--- src/rtl/problem5b_pkg.sv ---
// Shared definitions for the problem5b Gray/binary converter.
// Default width plus reference conversion helpers (used by the bench scoreboard).
package problem5b_pkg;

  localparam int unsigned NUM_DEFAULT = 6;

  // Gray -> binary over the low n bits: b[i] is the XOR of g[n-1:i].
  function automatic logic [31:0] gray2bin(input logic [31:0] g, input int n);
    logic [31:0] b;
    logic        acc;
    b   = '0;
    acc = 1'b0;
    for (int i = 31; i >= 0; i--) begin
      if (i < n) begin
        acc  = acc ^ g[i];
        b[i] = acc;
      end
    end
    return b;
  endfunction

  // Binary -> Gray over the low n bits.
  function automatic logic [31:0] bin2gray(input logic [31:0] g, input int n);
    logic [31:0] mask;
    logic [31:0] gm;
    mask = (n >= 32) ? '1 : ((32'd1 << n) - 32'd1);
    gm   = g & mask;
    return gm ^ (gm >> 1);
  endfunction

endpackage

--- src/rtl/problem5b_gray2bin_comb.sv ---
// Combinational Gray -> binary XOR prefix chain, MSB first.
module gray2bin_comb #(
  parameter int unsigned NUM = 6
) (
  input  logic [NUM-1:0] g_i,
  output logic [NUM-1:0] b_o
);

  // Running XOR from the MSB down; each bit takes the prefix ending at its position.
  always_comb begin
    logic acc;
    b_o = '0;
    acc = 1'b0;
    for (int i = int'(NUM) - 1; i >= 0; i--) begin
      acc    = acc ^ g_i[i];
      b_o[i] = acc;
    end
  end

endmodule

--- src/rtl/problem5b.sv ---
// Registered Gray -> binary converter, one cycle latency, one word per cycle.
// Optional macro PROBLEM5B_BIN2GRAY_EN adds a 'mode' input selecting binary -> Gray.
module problem5b
  import problem5b_pkg::*;
#(
  parameter int unsigned NUM = NUM_DEFAULT
) (
  input  logic           clk,
  input  logic           rst_n,
  input  logic           in_valid,
  input  logic [NUM-1:0] g_in,
`ifdef PROBLEM5B_BIN2GRAY_EN
  input  logic           mode,
`endif
  output logic           out_valid,
  output logic [NUM-1:0] b_out
);

  logic [NUM-1:0] g2b;
  logic [NUM-1:0] conv;
  logic           out_valid_d, out_valid_q;
  logic [NUM-1:0] b_out_d, b_out_q;

  gray2bin_comb #(
    .NUM(NUM)
  ) u_gray2bin_comb (
    .g_i(g_in),
    .b_o(g2b)
  );

  // Select the conversion direction for the word being captured.
  always_comb begin
    conv = g2b;
`ifdef PROBLEM5B_BIN2GRAY_EN
    if (mode) begin
      conv = g_in ^ (g_in >> 1);
    end
`endif
  end

  // Next state: valid follows input valid; data loads only on a valid word.
  always_comb begin
    out_valid_d = in_valid;
    b_out_d     = b_out_q;
    if (in_valid) begin
      b_out_d = conv;
    end
  end

  // Output registers; reset clears both and drops any in-flight word.
  always_ff @(posedge clk or negedge rst_n) begin
    if (!rst_n) begin
      out_valid_q <= 1'b0;
      b_out_q     <= '0;
    end else begin
      out_valid_q <= out_valid_d;
      b_out_q     <= b_out_d;
    end
  end

  assign out_valid = out_valid_q;
  assign b_out     = b_out_q;

endmodule

--- config.mk ---
export PLATFORM = sky130hd
export DESIGN_NAME = problem5b
export DESIGN_NICKNAME = d
export VERILOG_FILES = /design/src/rtl/problem5b_pkg.sv /design/src/rtl/problem5b_gray2bin_comb.sv /design/src/rtl/problem5b.sv
export SDC_FILE = /design/constraint.sdc
export NUM_CORES = 1
export LEC_CHECK = 0
export ABC_AREA = 1
export CORE_AREA = 2 2 39 41
export CTS_CLUSTER_SIZE = 14
export DETAILED_ROUTE_END_ITERATION = 10
export DIE_AREA = 0 0 41 43
export GPL_TIMING_DRIVEN = 0
export SLEW_MARGIN = 20
export SYNTH_ARGS = -nofsm -noshare
export SYNTH_HDL_FRONTEND = slang
export SYNTH_SLANG_ARGS = --single-unit
--- constraint.sdc ---
create_clock -name clk -period 1.68 [get_ports clk]
set_clock_uncertainty 0.2 [all_clocks]
set_input_delay 0.168 -clock clk [delete_from_list [all_inputs] [get_ports clk]]
set_output_delay 0.168 -clock clk [all_outputs]
set_load 0.01 [all_outputs]
* After elaboration in Yosys (flattened, before gate mapping)
Cells that the tools add are included.
** Word-level totals
- Flip-flop bits (word level) :: 7
- Bits of input ports :: 9
** Operators by class
- Bitwise logic cells :: 5
** Operators with widths (count)
- 1-bit bitwise XOR :: 5

* Logic depth before layout (Yosys ltp)
Gate-level depths: netlist (run 1).
- Word-level depth :: 5
- Depth in mapped cells :: 10

* By module
From an unflattened synthesis (run 1), not the netlist that was laid out.
** Second synthesis, totals
- Cells, all modules :: 56
- Area total of the unflattened synthesis :: 436.7 um2
** Modules (own cells, without submodules)
- problem5b :: times used 1, cells each 26, area an instance 246.5 um2, seq. area each 175.2 um2
- gray2bin_comb :: times used 1, cells each 30, area an instance 190.2 um2, seq. area each 0.0 um2

* Worst setup path after synthesis (run 1)
OpenSTA, ideal clock, no wires.
- Kind :: input to register
- Start :: in g_in[5]
- End :: reg b_out_q[0] (netlist: b_out[0])
- Arrival time :: 737 ps
- Setup slack :: 625 ps
- Stages on the path :: 10
- Cells stage by stage :: inv_2 nand2_2 nand3_2 nand2_2 nand2_1 nand3_2 nand2_1 nand2_1 nand3_1 nand2_1
** Between the ends
- Cells in the longest elaborated chain, start to end :: 5
** Ends and longest elaborated chain
- start, declared :: RTL line problem5b.sv:11 : input logic [NUM-1:0] g_in,
- 1-bit bitwise XOR (5 in series) :: RTL line problem5b_gray2bin_comb.sv:15 : acc = acc ^ g_i[i];
- end signal, assigned :: RTL line problem5b.sv:57 : b_out_q <= b_out_d;
- end, declared :: RTL line problem5b.sv:22 : logic [NUM-1:0] b_out_d, b_out_q;
Every way passes these cells.
A chain may end at the register's enable or synchronous reset.

* Worst setup path after layout (run 1)
- Start :: reg b_out_q[2] (netlist: b_out[2])
- End :: out b_out[2]
** RTL lines
- end, declared :: RTL line problem5b.sv:16 : output logic [NUM-1:0] b_out
No word-level cell between the ends.

==> key figures, run 1 <==
Run status
  • Result of the run: completed

Min path
  • Worst Hold Path EP: out_valid
  • Origin of the worst min-delay path: in_valid
  • Count of cells along the worst hold path: 1
  • Hold/Removal Path Class: primary input to flop

Clock tree
  • CTS buffer count: 3
  • Worst skew pair latency: 240 ps
  • CTS Root Cell: sky130_fd_sc_hd__clkbuf_4
  • CTS tree: yes
  • Clock Pin Slew Worst Setup and Hold Paths: 50 ps
  • H-tree depth: 1
  • Resized cells post-CTS: 0
  • Post-CTS repair timing setup buffer count: 0
  • Clock tree sinks: 7
  • Number of buffers on the longest clock path: 2

Critical path
  • Worst r2r dst: b_out[3]
  • Required time at the worst-slack endpoint: 1310 ps
  • Biggest fanout along the worst timing path: 2
  • Logic depth of the worst register-to-register path: 2
  • Largest incremental delay on the critical path: 540 ps
  • Kind of end point of the critical path: output pin
  • Cell breakdown of the critical path: clkdlybuf4s50_1
  • Critical register-to-register path startpoint: b_out[3]
  • CP delay by family, top: buffers and inverters
  • Crit path DAT: 1120 ps
  • CP bufs+invs: 1
  • Crit Path Class: flop to output pin
  • Levels on crit path: 1
  • Critical Path Slowest Stage Cell: sky130_fd_sc_hd__clkdlybuf4s50_1
  • Worst R2R Setup Slack: 840 ps
  • CP startpoint kind: flop

Die
  • # IOs: 16
  • Total Die Area: 1760 um2
  • Die X-Extent: 41 um
  • Die span in y: 43 um
  • Initial standard-cell utilization of the core: 26.7%
  • Number of core rows: 14
  • Core outline area: 1380 um2

Power and ir drop
  • Switching power of the nets: 0.121 mW
  • Clk network pwr share: 31.4%
  • Switching part of the total power: 25.9%
  • Power consumption: 0.468 mW
  • Power share of the combinational group: 26.7%
  • Register share of total power: 41.9%
  • Ratio of total power to cell area: 814 nW/um2
  • Static leakage power: 0.273 nW
  • Maximum vdd ir drop: 202 uV
  • Internal Power: 0.347 mW

Synth
  • Yosys Warn Count: 0
  • EDFF count, synth: 0
  • Library cells used by synthesis: 11
  • Most common cell in the synthesized netlist: sky130_fd_sc_hd__nand2_1
  • Biggest area contributors in the synthesized netlist: sky130_fd_sc_hd__dfrtp_1, sky130_fd_sc_hd__nand3_2, sky130_fd_sc_hd__nand2_1
  • Net count after synthesis: 53
  • Post-synthesis average cell area: 8.39 um2
  • Post-Synthesis Cells: 44
  • Fraction of registers with async set/reset: 100%
  • Part of the Yosys area used for sequential elements: 47.5%
  • Share of the synthesized area in the top cell type: 47.5%
  • Post-synth top cells: sky130_fd_sc_hd__nand2_1, sky130_fd_sc_hd__dfrtp_1, sky130_fd_sc_hd__inv_1
  • Dominant synthesized flop cell: sky130_fd_sc_hd__dfrtp_1
  • Cell area after technology mapping: 369 um2
  • Number of flip-flops and latches in the synthesized netlist: 7
  • Post-synthesis cell type with the largest combined area: sky130_fd_sc_hd__dfrtp_1

Drt
  • Post-DRT Antenna Nets: 0
  • Number of DRC violations after detailed routing: 0
  • Total length of routed wires: 713 um
  • Wire length per cell after detailed routing: 8.91 um
  • Per-cell via count in the routed design: 4.28
  • Number of optimization iterations in the first detailed-route pass: 1
  • Via total after detailed routing: 342
  • Initial detailed-routing violation count: 0

STA
  • Total Neg Setup Slack: 0 ps
  • Final Max Slew Viols: 0
  • Minimum period implied by the final worst setup slack: 1490 ps
  • Final Hold Viols: 0
  • Headroom to the max-slew limit: 79.4%
  • Maximum achievable frequency: 671 MHz
  • Unrepaired setup endpoints after global routing: false
  • Final critical-path share of the clock period: 88.7%
  • Pin slew with the least headroom to its limit: 309 ps
  • Final number of setup-violating endpoints: 0

Job
  • Maxcap violations: 0

GRT
  • Initial antenna violation count: 0
  • Pin count of the biggest net entering global routing: 9
  • Global-route wire length before repair: 1290 um
  • Overall overflow remaining after global route: 0
  • GRT Resource Usage Total: 10.8%
  • Vias in the first global route: 343

Finish
  • Net count reported at finish: 74
  • Layout-stage area growth over the synthesis result: 55.9%
  • Final non-filler cell total: 80
  • Ant diodes: 0
  • Fraction of final layout cells with drive strength greater than 1: 20.3%

Placed design
  • Cell Count Post-Placement: 75
  • Estimated wirelength of the detail-placed design: 584 um
  • Input/output buffers: 15
  • GPL Wtd Cong: 0.691
[worst max path at each step]
stage,from,to,slack (ps)
after floorplan,g_in[5],b_out[0],630
after global placement,g_in[4],b_out[0],-5
after detailed placement,g_in[4],b_out[0],-10
after CTS,b_out[4],b_out[4],170
after global routing,g_in[4],b_out[0],130
final,b_out[2],b_out[2],190
[state kept, by name (all words and copies together) (netlist names)]
| register | flops |
|---|---|
| out_valid | 1 |
| b_out | 6 |
[cell type report]
type / instances / area, um2
well taps: 16 / 20.0
fillers: 150 / 808
inverters: 7 / 26.3
clock buffers: 4 / 26.3
plain buffers: 1 / 11.3
repair buffers: 16 / 160
multi-input cells: 29 / 156
flip-flops and latches: 7 / 175
[cells by family after synthesis]
logic type             synth area share (%)
AND/OR/NAND/NOR                        34.6
buffers and inverters                  10.2
flip-flops                             47.5
AO/OA/AOI/OAI                          7.80
[power by group through the flow]
| stage | Sequential, mW | Clock, mW | Combinational [mW] |
|---|---|---|---|
| after global placement | 0.199 | 0 | 0.123 |
| after floorplan | 0.208 | 0 | 0.0460 |
| after detailed placement | 0.199 | 0 | 0.124 |
| final | 0.196 | 0.147 | 0.125 |
| after CTS | 0.197 | 0.157 | 0.127 |
| after global routing | 0.199 | 0.165 | 0.140 |
[layout by cell type (no fill, tap or decap)]
| cell | n |
|---|---|
| sky130_fd_sc_hd__clkdlybuf4s50_1 | 15 |
| sky130_fd_sc_hd__nand3_2 | 4 |
| sky130_fd_sc_hd__nand3_1 | 4 |
| sky130_fd_sc_hd__o21ai_0 | 2 |
| sky130_fd_sc_hd__inv_2 | 2 |
| sky130_fd_sc_hd__clkbuf_1 | 1 |
| sky130_fd_sc_hd__dlygate4sd3_1 | 1 |
| sky130_fd_sc_hd__dfrtp_1 | 7 |
| sky130_fd_sc_hd__a31oi_1 | 3 |
| sky130_fd_sc_hd__buf_6 | 1 |
| sky130_fd_sc_hd__nor2_1 | 3 |
| sky130_fd_sc_hd__nand2_1 | 10 |
| sky130_fd_sc_hd__clkbuf_4 | 3 |
| sky130_fd_sc_hd__nand2_2 | 3 |
| sky130_fd_sc_hd__inv_1 | 5 |
[metrics by stage]
stage | setup WS (ps) | area [um2] | hold WS (ps) | util [%]
after floorplan | 625 | 369 | -328 | -
after global placement | -5.09 | 539 | 248 | 39.0
after detailed placement | -13.9 | 539 | 248 | 39.0
after CTS | 167 | 576 | 223 | 41.6
after global routing | 127 | 576 | 228 | 41.6
final | 189 | 576 | 233 | 41.6
[timing repair]
item | in CTS | in global routing
hold endpoints to repair | 7 | 0
setup endpoints to repair | 0 | 0
hold buffers | 1 | 0
[metal layers]
| layer | wire length (um) | global-route usage [%] |
|---|---|---|
| met3 | 39 | 1.57 |
| met4 | 14 | 10.0 |
| met2 | 312 | 15.9 |
| met5 | 0 | 0 |
| met1 | 346 | 12.4 |
Power figures use the tool's default switching activity.
==> inputs of run 2 (changes only) <==
--- a/config.mk
+++ b/config.mk
@@ -5,8 +5,8 @@
 export SDC_FILE = /design/constraint.sdc
 export NUM_CORES = 1
 export LEC_CHECK = 0
-export ABC_AREA = 1
 export CORE_AREA = 2 2 39 41
+export CTS_CLUSTER_DIAMETER = 60
 export CTS_CLUSTER_SIZE = 14
 export DETAILED_ROUTE_END_ITERATION = 10
 export DIE_AREA = 0 0 41 43
==> key figures, run 2 <==
Run status
  • Result of the run: completed

Finish
  • Final-layout fill cell count: 153 (+2.0%)
  • Combined area of the multi-input logic cells: 141 um2 (-9.6%)
  • Final non-filler cell total: 60 (-25%)
  • Most common cell after layout, fill and taps aside: sky130_fd_sc_hd__clkdlybuf4s50_1
  • Flip-flop count of the largest register, all copies and words added: 6 (unchanged)
  • Ant diodes: 0 (unchanged)
  • Register Area: 175 um2 (unchanged)
  • Fraction of final layout cells with drive strength greater than 1: 13.6% (-6.7 points)
  • Highest-count cells in the layout ignoring fill and taps: sky130_fd_sc_hd__clkdlybuf4s50_1, sky130_fd_sc_hd__dfrtp_1, sky130_fd_sc_hd__nor2_1, sky130_fd_sc_hd__a21oi_1, sky130_fd_sc_hd__clkbuf_4
  • Layout-stage area growth over the synthesis result: 64.5%
  • Net count reported at finish: 54 (-27%)

GRT
  • Vias in the first global route: 277 (-19%)
  • GRT Resource Usage Total: 9.82% (-0.97 points)
  • Initial antenna violation count: 0 (unchanged)
  • Global-route wire length before repair: 1090 um (-16%)
  • Pin count of the biggest net entering global routing: 10 (+1)
  • Overall overflow remaining after global route: 0 (unchanged)

Die
  • Die X-Extent: 41 um (unchanged)
  • # IOs: 16 (unchanged)
  • Core outline area: 1380 um2 (unchanged)
  • Initial standard-cell utilization of the core: 23.4% (-3.3 points)
  • Die span in y: 43 um (unchanged)
  • Total Die Area: 1760 um2 (unchanged)
  • Number of core rows: 14 (unchanged)

Critical path
  • Termination of the worst setup path: b_out[1]
  • Required time at the worst-slack endpoint: 1610 ps (+300 ps)
  • Crit path DAT: 1440 ps (+320 ps)
  • Biggest fanout along the worst timing path: 4 (+2)
  • Kind of end point of the critical path: flop
  • CP startpoint kind: primary input
  • Crit Path Class: primary input to flop
  • Critical Path Slowest Stage Cell: sky130_fd_sc_hd__clkdlybuf4s50_1
  • Critical register-to-register path startpoint: b_out[5]
  • Crit. Startpoint: g_in[3]
  • Logic depth of the worst register-to-register path: 1 (-1)
  • Largest incremental delay on the critical path: 480 ps (-60 ps)
  • Cell breakdown of the critical path: clkdlybuf4s50_1, xnor3_2, xnor2_1, mux2_2
  • Worst R2R Setup Slack: 740 ps (-100 ps)
  • Worst r2r dst: b_out[5]

Synth
  • Dominant synthesized flop cell: sky130_fd_sc_hd__dfrtp_1
  • Part of the Yosys area used for sequential elements: 54.1% (+6.6 points)
  • Post-synthesis average cell area: 13.5 um2 (+61%)
  • Yosys Warn Count: 0 (unchanged)
  • Fraction of registers with async set/reset: 100% (unchanged)
  • Post-Synthesis Cells: 24 (-45%)
  • Post-synthesis cell type with the largest combined area: sky130_fd_sc_hd__dfrtp_1
  • Most common cell in the synthesized netlist: sky130_fd_sc_hd__dfrtp_1
  • Post-synth top cells: sky130_fd_sc_hd__dfrtp_1, sky130_fd_sc_hd__a21oi_1, sky130_fd_sc_hd__nor2_1
  • Biggest area contributors in the synthesized netlist: sky130_fd_sc_hd__dfrtp_1, sky130_fd_sc_hd__xnor3_2, sky130_fd_sc_hd__xor3_1
  • Share of the synthesized area in the top cell type: 54.1% (+6.6 points)
  • Net count after synthesis: 33 (-38%)
  • Number of flip-flops and latches in the synthesized netlist: 7 (unchanged)
  • EDFF count, synth: 0 (unchanged)
  • Library cells used by synthesis: 11 (unchanged)
  • Cell area after technology mapping: 324 um2 (-12%)

Clock tree
  • Clock Pin Slew Worst Setup and Hold Paths: 50 ps (about the same)
  • CTS tree: yes
  • Worst skew pair latency: 240 ps (about the same)
  • Number of buffers on the longest clock path: 2 (unchanged)
  • CTS Root Cell: sky130_fd_sc_hd__clkbuf_4
  • Clock tree sinks: 7 (unchanged)
  • CTS buffer count: 3 (unchanged)
  • H-tree depth: 1 (unchanged)

STA
  • Worst-case setup margin in the final layout: 164 ps (-24.7 ps)
  • Headroom to the max-slew limit: 72.5% (-6.9 points)
  • Final Hold Viols: 0 (unchanged)
  • Final number of setup-violating endpoints: 0 (unchanged)
  • Minimum period implied by the final worst setup slack: 1520 ps (+24.7 ps)
  • Smallest hold slack: 64.3 ps (-168 ps)
  • Maximum achievable frequency: 660 MHz (-1.6%)
  • Final Max Slew Viols: 0 (unchanged)
  • Unrepaired setup endpoints after global routing: false
  • Pin slew with the least headroom to its limit: 412 ps (+104 ps)
  • Final critical-path share of the clock period: 90.2% (+1.5 points)

Placed design
  • Cell Count Post-Placement: 55 (-27%)
  • Input/output buffers: 15 (unchanged)
  • GPL Wtd Cong: 0.577 (-17%)
  • Pre-CTS WS: -320 ps (-306 ps)

Drt
  • Via total after detailed routing: 245 (-28%)
  • Post-DRT Antenna Nets: 0 (unchanged)
  • Total length of routed wires: 679 um (-4.8%)
  • Per-cell via count in the routed design: 4.08 (-4.5%)
  • Number of optimization iterations in the first detailed-route pass: 1 (unchanged)
  • Number of DRC violations after detailed routing: 0 (unchanged)
  • Initial detailed-routing violation count: 0 (unchanged)
  • Wire length per cell after detailed routing: 11.3 um (+27%)

Job
  • Maxcap violations: 0 (unchanged)

Power and ir drop
  • Ratio of total power to cell area: 993 nW/um2 (+22%)
  • Static leakage power: 0.241 nW (-12%)
  • Maximum vdd ir drop: 366 uV (+81%)

Min path
  • Hold/Removal Path Class: primary input to flop
==> run 2: changes by cell type in the layout (fill, tap and decap cells not counted), sizes merged, moves of 3 or more <==
| cell | delta |
|---|---|
| a31oi | -3 |
| nand2 | -13 |
| nand3 | -8 |
| inv | -6 |
| a21oi | +3 |
==> run 2: area by class of cell <==
class | count | share of cell area [%]
plain buffers | 1 | 0.704
clock buffers | 4 | 4.93
inverters | 1 | 0.704
multi-input cells | 15 | 26.5
flip-flops and latches | 7 | 32.9
well taps | 16 | 3.76
repair buffers | 16 | 30.5
==> run 2: worst min-delay path by stage <==
stage | start | to | cells after the start
2_1_floorplan | rst_n | b_out[0] | 0
3_3_place_gp | rst_n | b_out[4] | 1
3_5_place_dp | rst_n | out_valid | 1
4_1_cts | in_valid | out_valid | 1
5_1_grt | g_in[5] | b_out[5] | 2
6_report | g_in[5] | b_out[5] | 2
==> run 2: logic make-up (layout without fill, tap and decap cells) <==
logic type      Yosys count  in the layout  share of synthesized area [%]
compound gates            3              3                           4.63
buf+inv                   2             22                           2.31
flops                     7              7                           54.1
simple gates              3              3                           3.47
mux                       3              3                           10.0
xor+xnor                  6              6                           25.5
==> run 2: what timing repair did <==
action | in CTS | in global routing
buffers inserted | 0 | 0
hold buffers | 1 | 0
endpoints found under the setup margin | 1 | 1
gates resized for setup | 0 | 1
hold endpoints to repair | 7 | 0
pin swaps | 2 | 1
==> run 2: stage by stage <==
stage	area (um2)	power [mW]	TNS [ps]	util [%]
CTS	531	0.543	0	38.3
floorplan	324	0.291	0	-
finish	533	0.529	0	38.5
detailed placement	494	0.384	-762	35.7
global placement	494	0.382	-647	35.7
global route	533	0.563	0	38.5
==> run 2: report_power, final <==
| part | leakage [nW] | total [mW] | switching, mW | internal [mW] |
|---|---|---|---|---|
| combinational | 0.146 | 0.167 | 0.0600 | 0.107 |
| sequential | 0.0801 | 0.214 | 0.0159 | 0.198 |
| clock | 0.0150 | 0.149 | 0.0583 | 0.0904 |
| total | 0.241 | 0.529 | 0.134 | 0.395 |
==> run 2: layer usage <==
metal	GRT usage [%]	wire length, um
met5	0	0
met4	8.00	0
met3	3.14	84
met2	13.4	294
met1	11.9	300
==> run 2: worst max-delay path, delay by kind of cell <==
| kind | cells | cell delay [ps] |
|---|---|---|
| xor gates and xnor gates | 2 | 540 |
| muxes | 1 | 260 |
| buffers and inverters | 1 | 480 |
